File: config.mk
export PLATFORM = sky130hd
export DESIGN_NAME = cplx_pattern_gen
export DESIGN_NICKNAME = d
export VERILOG_FILES = /design/src/rtl/cplx_pattern_pkg.sv /design/src/rtl/strobe_div.sv /design/src/rtl/cplx_pattern_gen.sv
export SDC_FILE = /design/constraint.sdc
export NUM_CORES = 1
export LEC_CHECK = 0
export BUFFER_PORTS_ARGS = -buffer_cell sky130_fd_sc_hd__buf_2
export CORE_ASPECT_RATIO = 0.7
export CORE_MARGIN = 2
export CORE_UTILIZATION = 44
export CTS_CLUSTER_SIZE = 24
export DETAILED_ROUTE_END_ITERATION = 10
export GPL_TIMING_DRIVEN = 0
export MAX_ROUTING_LAYER = met4
export PLACE_DENSITY = 0.65
export SETUP_SLACK_MARGIN = 0.2
export SYNTH_ARGS = -nofsm -noshare
export SYNTH_HDL_FRONTEND = slang
export SYNTH_HIERARCHICAL = 1
export SYNTH_SLANG_ARGS = --single-unit
File: constraint.sdc
create_clock -name clk -period 4 [get_ports clk]
set_input_delay 0.2 -clock clk [delete_from_list [all_inputs] [get_ports clk]]
set_output_delay 0.2 -clock clk [all_outputs]
set_load 0.02 [all_outputs]
File: src/rtl/cplx_pattern_pkg.sv
// cplx_pattern_pkg: shared mode encodings and FSM state type for the complex pattern generator
package cplx_pattern_pkg;

    typedef enum logic [1:0] {
        MODE_RAMP  = 2'd0,
        MODE_QUAD  = 2'd1,
        MODE_CONST = 2'd2,
        MODE_ALT   = 2'd3
    } mode_e;

    typedef enum logic [1:0] {
        IDLE = 2'd0,
        RUN  = 2'd1,
        HOLD = 2'd2,
        FIN  = 2'd3
    } state_e;

endpackage

File: src/rtl/strobe_div.sv
// strobe_div: slot divider producing a one-cycle strobe at the last count and a registered divided clock
module strobe_div #(
    parameter int DIV = 4
) (
    input  logic clk,
    input  logic rst_n,
    input  logic en,
    input  logic clr,
    output logic strobe,
    output logic clk_out
);

    localparam int CW = (DIV > 1) ? $clog2(DIV) : 1;

    logic [CW-1:0] cnt_q, cnt_d;
    logic          clk_out_q, clk_out_d;

    // count 0..DIV-1 while enabled, wrap on the strobe, hold otherwise
    always_comb begin
        strobe    = en && (cnt_q == CW'(DIV - 1));
        cnt_d     = (clr || strobe) ? '0 : en ? cnt_q + CW'(1) : cnt_q;
        clk_out_d = cnt_d >= CW'(DIV / 2);
    end

    // divider state and registered divided clock
    always_ff @(posedge clk or negedge rst_n) begin
        if (!rst_n) begin
            cnt_q     <= '0;
            clk_out_q <= 1'b0;
        end else begin
            cnt_q     <= cnt_d;
            clk_out_q <= clk_out_d;
        end
    end

    assign clk_out = clk_out_q;

endmodule

File: src/rtl/cplx_pattern_gen.sv
// cplx_pattern_gen: burst generator of complex test patterns paced by a slot divider with valid/ready output
module cplx_pattern_gen
    import cplx_pattern_pkg::*;
#(
    parameter int DATA_W   = 8,
    parameter int CNT_W    = 8,
    parameter int DIV      = 4,
    parameter int START_RE = 126,
    parameter int START_IM = 126,
    parameter int STEP     = 1
) (
    input  logic              clk,
    input  logic              rst_n,
    input  logic              start,
    input  logic [1:0]        mode,
    input  logic [CNT_W-1:0]  num_samples,
    output logic [DATA_W-1:0] out_real,
    output logic [DATA_W-1:0] out_imag,
    output logic              out_valid,
    input  logic              out_ready,
    output logic              clk_out,
    output logic              busy,
    output logic              done
);

    localparam logic [DATA_W-1:0] ST  = DATA_W'(STEP);
    localparam logic [DATA_W-1:0] SRE = DATA_W'(START_RE);
    localparam logic [DATA_W-1:0] SIM = DATA_W'(START_IM);

    state_e             state_q, state_d;
    mode_e              mode_q, mode_d;
    logic [CNT_W-1:0]   cnt_q, cnt_d;
    logic [CNT_W-1:0]   k_q, k_d;
    logic [DATA_W-1:0]  re_q, re_d;
    logic [DATA_W-1:0]  im_q, im_d;
    logic               strobe;
    logic               last;

    strobe_div #(.DIV(DIV)) u_div (
        .clk     (clk),
        .rst_n   (rst_n),
        .en      (state_q == RUN),
        .clr     (state_q == IDLE && start),
        .strobe  (strobe),
        .clk_out (clk_out)
    );

    // count of 0 wraps to all-ones here, giving 2^CNT_W transfers
    assign last = k_q == cnt_q - CNT_W'(1);

    // next state; the accumulators always hold the sample for the current k
    always_comb begin
        state_d = state_q;
        mode_d  = mode_q;
        cnt_d   = cnt_q;
        k_d     = k_q;
        re_d    = re_q;
        im_d    = im_q;
        case (state_q)
            IDLE: if (start) begin
                state_d = RUN;
                mode_d  = mode_e'(mode);
                cnt_d   = num_samples;
                k_d     = '0;
                re_d    = SRE;
                im_d    = SIM;
            end
            RUN:  if (strobe) state_d = HOLD;
            HOLD: if (out_ready) begin
                if (last) begin
                    state_d = FIN;
                end else begin
                    state_d = RUN;
                    k_d     = k_q + CNT_W'(1);
                    re_d    = (mode_q == MODE_RAMP || mode_q == MODE_QUAD) ? re_q + ST :
                              (mode_q == MODE_ALT) ? -re_q : re_q;
                    im_d    = (mode_q == MODE_RAMP) ? im_q + ST :
                              (mode_q == MODE_QUAD) ? im_q - ST :
                              (mode_q == MODE_ALT) ? -im_q : im_q;
                end
            end
            FIN:  state_d = IDLE;
        endcase
    end

    // state, latched burst setup and pattern accumulators
    always_ff @(posedge clk or negedge rst_n) begin
        if (!rst_n) begin
            state_q <= IDLE;
            mode_q  <= MODE_RAMP;
            cnt_q   <= '0;
            k_q     <= '0;
            re_q    <= '0;
            im_q    <= '0;
        end else begin
            state_q <= state_d;
            mode_q  <= mode_d;
            cnt_q   <= cnt_d;
            k_q     <= k_d;
            re_q    <= re_d;
            im_q    <= im_d;
        end
    end

    assign out_real  = re_q;
    assign out_imag  = im_q;
    assign out_valid = state_q == HOLD;
    assign busy      = state_q != IDLE;
    assign done      = state_q == FIN;

endmodule

==> key figures, run 1 <==
GRT
  – Initial antenna violation count: 0
  – Global Route Usage Sum: 21.5%
  – Largest net degree at the start of global routing: 40
  – Grt ovf: 0
  – Vias in the first global route: 2042
  – Global-route wire length before repair: 10.2 mm

Place
  – RePlAce Congestion: 0.871
  – IO Port Bufs: 33
  – HPWL after DPL: 4.49 mm

Synth
  – Syn Nets: 320
  – Yosys cell types: 55
  – Synth warn: 6
  – Syn Area/Cell: 8.44 um2
  – Post-synth EDFFs: 0
  – Async set-reset flop share out of synthesis: 100%
  – #FFs+latches synth: 39
  – Syn Inst Count: 299
  – Syn Std Cell Area: 0.00252 mm2
  – Top FF cell, synth: dfrtp_1
  – Post-synthesis sequential area ratio: 38.7%

Final layout
  – Layout Utilization: 50.6%
  – Diodes inserted: 0
  – Synth-to-Final Area Change: 13.1%
  – Final net count: 360
  – Layout cells sized above 1: 16.3%

Route
  – Vias per cell: 5.65
  – DR iter-0 viols: 137
  – DRC: 0
  – Drt pass-1 iters: 4
  – Antenna-violating nets left: 0
  – Routed vias: 2334
  – Routed wire length: 6.22 mm
  – Drt wl/cell: 15.1 um

Setup path
  – Biggest cell delay along the critical path: 0.49 ns
  – CP startpoint: cnt_q[0]$_DFFE_PN0P_
  – Crit end category: flip-flop
  – Arrival time at the worst endpoint: 2.82 ns
  – Top delay family on crit path: simple AND/OR/NAND/NOR gates
  – Slowest-stage cell, CP: or4_1
  – Critical Path RT: 4.22 ns
  – Crit path max fanout: 8
  – CP startpoint kind: flip-flop
  – R2r setup slk: 1.40 ns
  – Critical-path cell list: inv_1 > ha_1 > clkbuf_2 > xnor2_1 > and4_1 > a41oi_1 > a211o_2 > nand3_1 > or4_1 > a21oi_1
  – Critical path buffer and inverter count: 2
  – Critical path class: flip-flop to flip-flop
  – Crit Reg-Reg Startpoint: cnt_q[0]$_DFFE_PN0P_

Floorplanning
  – Die width: 94.5 um
  – # IOs: 34
  – CORE AREA: 0.00564 mm2
  – Die ar.: 0.00637 mm2
  – Height of the die: 67.4 um
  – Floorplan row count: 23
  – Initial Util: 44.8%

STA
  – Crit path time final: 2.60 ns
  – Slew Limit Headroom: 39.9%
  – Final Max Tran Viols: 0
  – Crit share post-route: 65.1%
  – Setup TNS: 0 ns
  – Final setup violating endpoints: 0
  – Measured slew at the worst slew-check pin: 0.902 ns
  – Final Hold Viols: 0
  – RSZ-0062 raised after global routing: no
  – Clock skew: 0.00430 ns
  – Fmax: 0.384 GHz

Outcome
  – Status: finished clean

Clock network
  – Worst-path clk slew: 0.08 ns
  – H-tree depth: 2
  – Clock Path Buffers: 2
  – CTS tree: built
  – Post-CTS Hold Buffers: 0
  – Setup Buffers After CTS: 0
  – Clk sink count: 39
  – Post-CTS Resized: 0
  – Cts bufs inserted: 5
  – CTS root buf: clkbuf_8
  – Worst skew pair latency: 0.29 ns

Power
  – Pwr/cell area: 650 mW/mm2
  – Static leakage power: 1.30 nW
  – Peak supply drop: 254 uV

Job
  – Max-Cap Viols: 0

Min path
  – Worst hold path type: input pin to async pin
==> metrics by stage <==
step / total power, mW / area, um2 / worst slack [ns] / hold slack (ns) / cells
3_3_place_gp: 1.57 / 2780 / 1.46 / 0.392 / 407
2_1_floorplan: 1.34 / 2520 / 1.77 / -0.0956 / 299
3_5_place_dp: 1.60 / 2780 / 1.42 / 0.393 / 407
6_report: 1.86 / 2860 / 1.40 / 0.0329 / 413
5_1_grt: 2.01 / 2860 / 1.22 / 0.113 / 413
4_1_cts: 1.86 / 2860 / 1.39 / 0.0825 / 413
==> worst paths after layout <==
path,to,depth (start not counted)
hold reg to reg,out_imag[7]$_DFFE_PN0P_,1
hold / removal,cnt_q[5]$_DFFE_PN0P_,1
min in group clk,cnt_q[2]$_DFFE_PN0P_,3
max in group asynchronous,state_q[1]$_DFFE_PN0P_,1
setup / recovery,out_real[7]$_DFFE_PN0P_,10
setup reg to reg,out_real[7]$_DFFE_PN0P_,10
==> per-layer routing <==
layer / routed length [um] / global-route usage [%] / vias to the layer above
li1: - / - / 1155
met5: 0 / - / -
met3: 270 / 4.02 / 2
met1: 3370 / 33.0 / 1127
met4: 21 / 4.89 / 0
met2: 2560 / 29.0 / 50
==> final cells by class <==
cell class                 count  area (um2)
fill                         560        2780
multi-input combinational    225        1380
sequential                    39         976
timing repair buffer          33         165
tap                           75        93.8
buffer                        15        92.6
inverter                      20        75.1
clock buffer                   6        72.6
==> where the power goes <==
| part | internal, mW | total [mW] | switching, mW |
|---|---|---|---|
| Combinational | 0.375 | 0.926 | 0.552 |
| Sequential | 0.514 | 0.670 | 0.156 |
| Clock | 0.117 | 0.261 | 0.144 |
==> flip-flops by register name (all words and copies together) (netlist names) <==
| register | count |
|---|---|
| mode_q | 2 |
| k_q | 8 |
| state_q | 2 |
| cnt_q | 8 |
| out_real | 8 |
| out_imag | 8 |
| u_div/cnt_q | 2 |
| u_div/clk_out | 1 |
==> synthesized netlist by cell type, types with 4 or more instances <==
library cell / n / area, um2
o21ai_0: 17 / 85.1
nand2b_1: 6 / 37.5
xnor2_1: 6 / 52.6
buf_6: 4 / 45.0
o31ai_1: 4 / 30.0
or3_1: 4 / 25.0
xor2_1: 7 / 61.3
nand3_1: 10 / 50.1
a21o_1: 6 / 45.0
nand2_1: 39 / 146
nand4_1: 5 / 31.3
a21oi_1: 25 / 125
and3_1: 9 / 56.3
clkbuf_1: 8 / 30.0
a211oi_1: 6 / 45.0
o21ai_1: 5 / 25.0
nor2_1: 17 / 63.8
dfrtp_1: 39 / 976
inv_1: 19 / 71.3
nor2b_1: 4 / 25.0
ha_1: 7 / 87.6
nor3_1: 9 / 45.0
==> cell usage in the layout (no fill, tap or decap), drive strengths merged, types with 2 or more instances in the layout <==
master	count
a211oi	6
a21o	6
a21oi	25
a221o	2
a31oi	2
and2	2
and3	10
and4	2
buf	39
clkbuf	15
dfrtp	39
ha	7
inv	19
nand2	40
nand2b	6
nand3	10
nand4	6
nor2	17
nor2b	4
nor3	9
nor4	2
nor4b	2
o211ai	3
o21ai	22
o31ai	4
o41ai	2
or2	2
or3	4
or4	3
xnor2	6
xor2	7
==> cell families after synthesis <==
group                      share of synthesized area (%)
and+or+nand+nor                                     26.1
AOI/OAI and AO/OA                                   20.3
DFF                                                 38.7
buffers and inverters                               6.64
xor gates and xnor gates                            4.51
adders and majority gates                           3.47
muxes                                              0.396
No activity file was read; power rests on OpenSTA's default activity.
==> run 2: changes to the inputs <==
--- a/config.mk
+++ b/config.mk
@@ -13,7 +13,7 @@
 export DETAILED_ROUTE_END_ITERATION = 10
 export GPL_TIMING_DRIVEN = 0
 export MAX_ROUTING_LAYER = met4
-export PLACE_DENSITY = 0.65
+export PLACE_DENSITY = 0.67
 export SETUP_SLACK_MARGIN = 0.2
 export SYNTH_ARGS = -nofsm -noshare
 export SYNTH_HDL_FRONTEND = slang
==> constraint.sdc (replaced) <==
create_clock -name clk -period 2.2 [get_ports clk]
set_input_delay 0.11 -clock clk [delete_from_list [all_inputs] [get_ports clk]]
set_output_delay 0.11 -clock clk [all_outputs]
set_load 0.02 [all_outputs]
==> key figures, run 2 (synthesized netlist as in run 1, its figures left out) <==
Floorplanning
  – Initial Util: 44.8%
  – Die width: 94.5 um
  – # IOs: 34
  – Floorplan row count: 23
  – Height of the die: 67.4 um
  – CORE AREA: 0.00564 mm2
  – Die ar.: 0.00637 mm2

Job
  – Max-Cap Viols: 0

Route
  – Drt pass-1 iters: 4
  – Vias per cell: 5.55
  – Routed vias: 2418
  – Routed wire length: 6.63 mm
  – DR iter-0 viols: 145
  – DRC: 0
  – Antenna-violating nets left: 0
  – Drt wl/cell: 15.2 um

GRT
  – Grt ovf: 0
  – Global Route Usage Sum: 22.8%
  – Global-route wire length before repair: 10.8 mm
  – Largest net degree at the start of global routing: 40
  – Initial antenna violation count: 0
  – Vias in the first global route: 2145

Clock network
  – CTS tree: built
  – Clock Path Buffers: 2
  – H-tree depth: 2
  – Cts bufs inserted: 5
  – CTS root buf: clkbuf_8
  – Worst-path clk slew: 0.08 ns
  – Worst skew pair latency: 0.30 ns
  – Clk sink count: 39

STA
  – Setup TNS: -0.896 ns
  – Final Hold Viols: 0
  – Crit path time final: 2.31 ns
  – Final setup violating endpoints: 18
  – Slew Limit Headroom: 37.5%
  – Measured slew at the worst slew-check pin: 0.937 ns
  – Final Max Tran Viols: 0
  – Clock skew: 0.0103 ns
  – Crit share post-route: 105%
  – Fmax: 0.434 GHz
  – Setup ws final: -0.106 ns
  – RSZ-0062 raised after global routing: yes

Power
  – Switching part of the total: 45.1%
  – Static leakage power: 1.45 nW
  – Pint: 2.11 mW
  – Comb power frac: 55.0%
  – Sw Pwr: 1.74 mW
  – Pwr/cell area: 1180 mW/mm2
  – Reg power frac: 31.6%
  – Clk pwr share: 13.4%
  – Peak supply drop: 526 uV

Final layout
  – Layout cells sized above 1: 29.6%
  – Synth-to-Final Area Change: 29.3%
  – Final net count: 382
  – Layout Utilization: 57.9%
  – Commonest non-fill, non-tap cell in the layout: nand2_1
  – Commonest cells after routing, fill and taps aside: nand2_1, dfrtp_1, buf_2, a21oi_1, inv_1
  – Diodes inserted: 0

Setup path
  – Crit end category: flip-flop
  – Critical path class: flip-flop to flip-flop
  – Crit path max fanout: 7
  – Arrival time at the worst endpoint: 2.53 ns
  – CP startpoint kind: flip-flop
  – Critical Path RT: 2.42 ns

Place
  – HPWL after DPL: 4.32 mm
  – Pre-CTS setup slack: -0.307 ns
  – RePlAce Congestion: 0.835
  – IO Port Bufs: 33

Min path
  – Worst hold path type: input pin to flip-flop

Outcome
  – Status: finished, violations left
  – Violated checks: setup timing
-- run 2: cell types whose count changed in the layout (fill, tap and decap cells not counted), sizes merged --
cell | previous run | this run
dlygate4sd3 | 0 | 5
clkinv | 1 | 2
clkbuf | 15 | 13
buf | 39 | 58
-- run 2: critical path, stage by stage (launching register included) --
cell and delay [ns]:
dfrtp_2 0.38, inv_2 0.05, ha_4 0.15, buf_8 0.12, o21bai_1 0.16, a211oi_2 0.22, o21ai_1 0.11, a211o_4 0.39
buf_8 0.16, nand4_4 0.15, buf_4 0.14, o21ai_1 0.06, a21oi_1 0.12
-- run 2: worst paths after layout --
kind	start	endpoint	slack, ns	depth (start not counted)
setup / recovery	cnt_q[0]$_DFFE_PN0P_	out_imag[2]$_DFFE_PN0P_	-0.11	12
hold / removal	num_samples[5]	cnt_q[5]$_DFFE_PN0P_	0.005	3
setup reg to reg	cnt_q[0]$_DFFE_PN0P_	out_imag[2]$_DFFE_PN0P_	-0.11	12
hold reg to reg	cnt_q[7]$_DFFE_PN0P_	cnt_q[7]$_DFFE_PN0P_	0.51	2
max in group asynchronous	rst_n	cnt_q[0]$_DFFE_PN0P_	1.07	2
min in group asynchronous	rst_n	out_imag[3]$_DFFE_PN0P_	0.49	2
-- run 2: repair_timing --
action,in CTS,in global routing
gates cloned,2,0
setup endpoints to repair,28,34
hold buffers,4,1
resized for setup,21,36
buffers inserted,6,9
hold endpoints to repair,42,1
pin swaps,7,19
-- run 2: area by class of cell --
class                           instances  area, um2
Buffer                                 15        116
Sequential cell                        39        977
Timing Repair Buffer                   55        362
Clock inverter                          1       5.00
Multi-Input combinational cell        225       1550
Clock buffer                            6       82.6
Tap cell                               75       93.8
Fill cell                             541       2380
Inverter                               20       75.1
-- run 2: power groups by stage --
stage	combinational, mW	sequential (mW)	clock [mW]
after floorplan	1.21	1.27	0
final	2.12	1.22	0.514
after detailed placement	1.70	1.23	0
after CTS	1.88	1.20	0.521
after global routing	2.35	1.26	0.554
after global placement	1.67	1.22	0
-- run 2: metrics by stage --
step	instances	hold WS (ns)	area, um2	power (mW)
floorplan	299	-0.186	2550	2.47
global placement	407	0.302	2810	2.89
detailed placement	407	0.299	2810	2.93
CTS	426	0.00118	3080	3.60
global route	436	0.00424	3260	4.16
finish	436	0.00512	3260	3.85
-- run 2: per-layer routing --
layer / vias to the layer above / track usage (%) / part of all wire (%)
met5: - / - / 0
met3: 5 / 4.02 / 5.5
li1: 1186 / - / -
met4: 0 / 4.89 / 0.69
met2: 70 / 32.1 / 43
met1: 1157 / 34.1 / 51
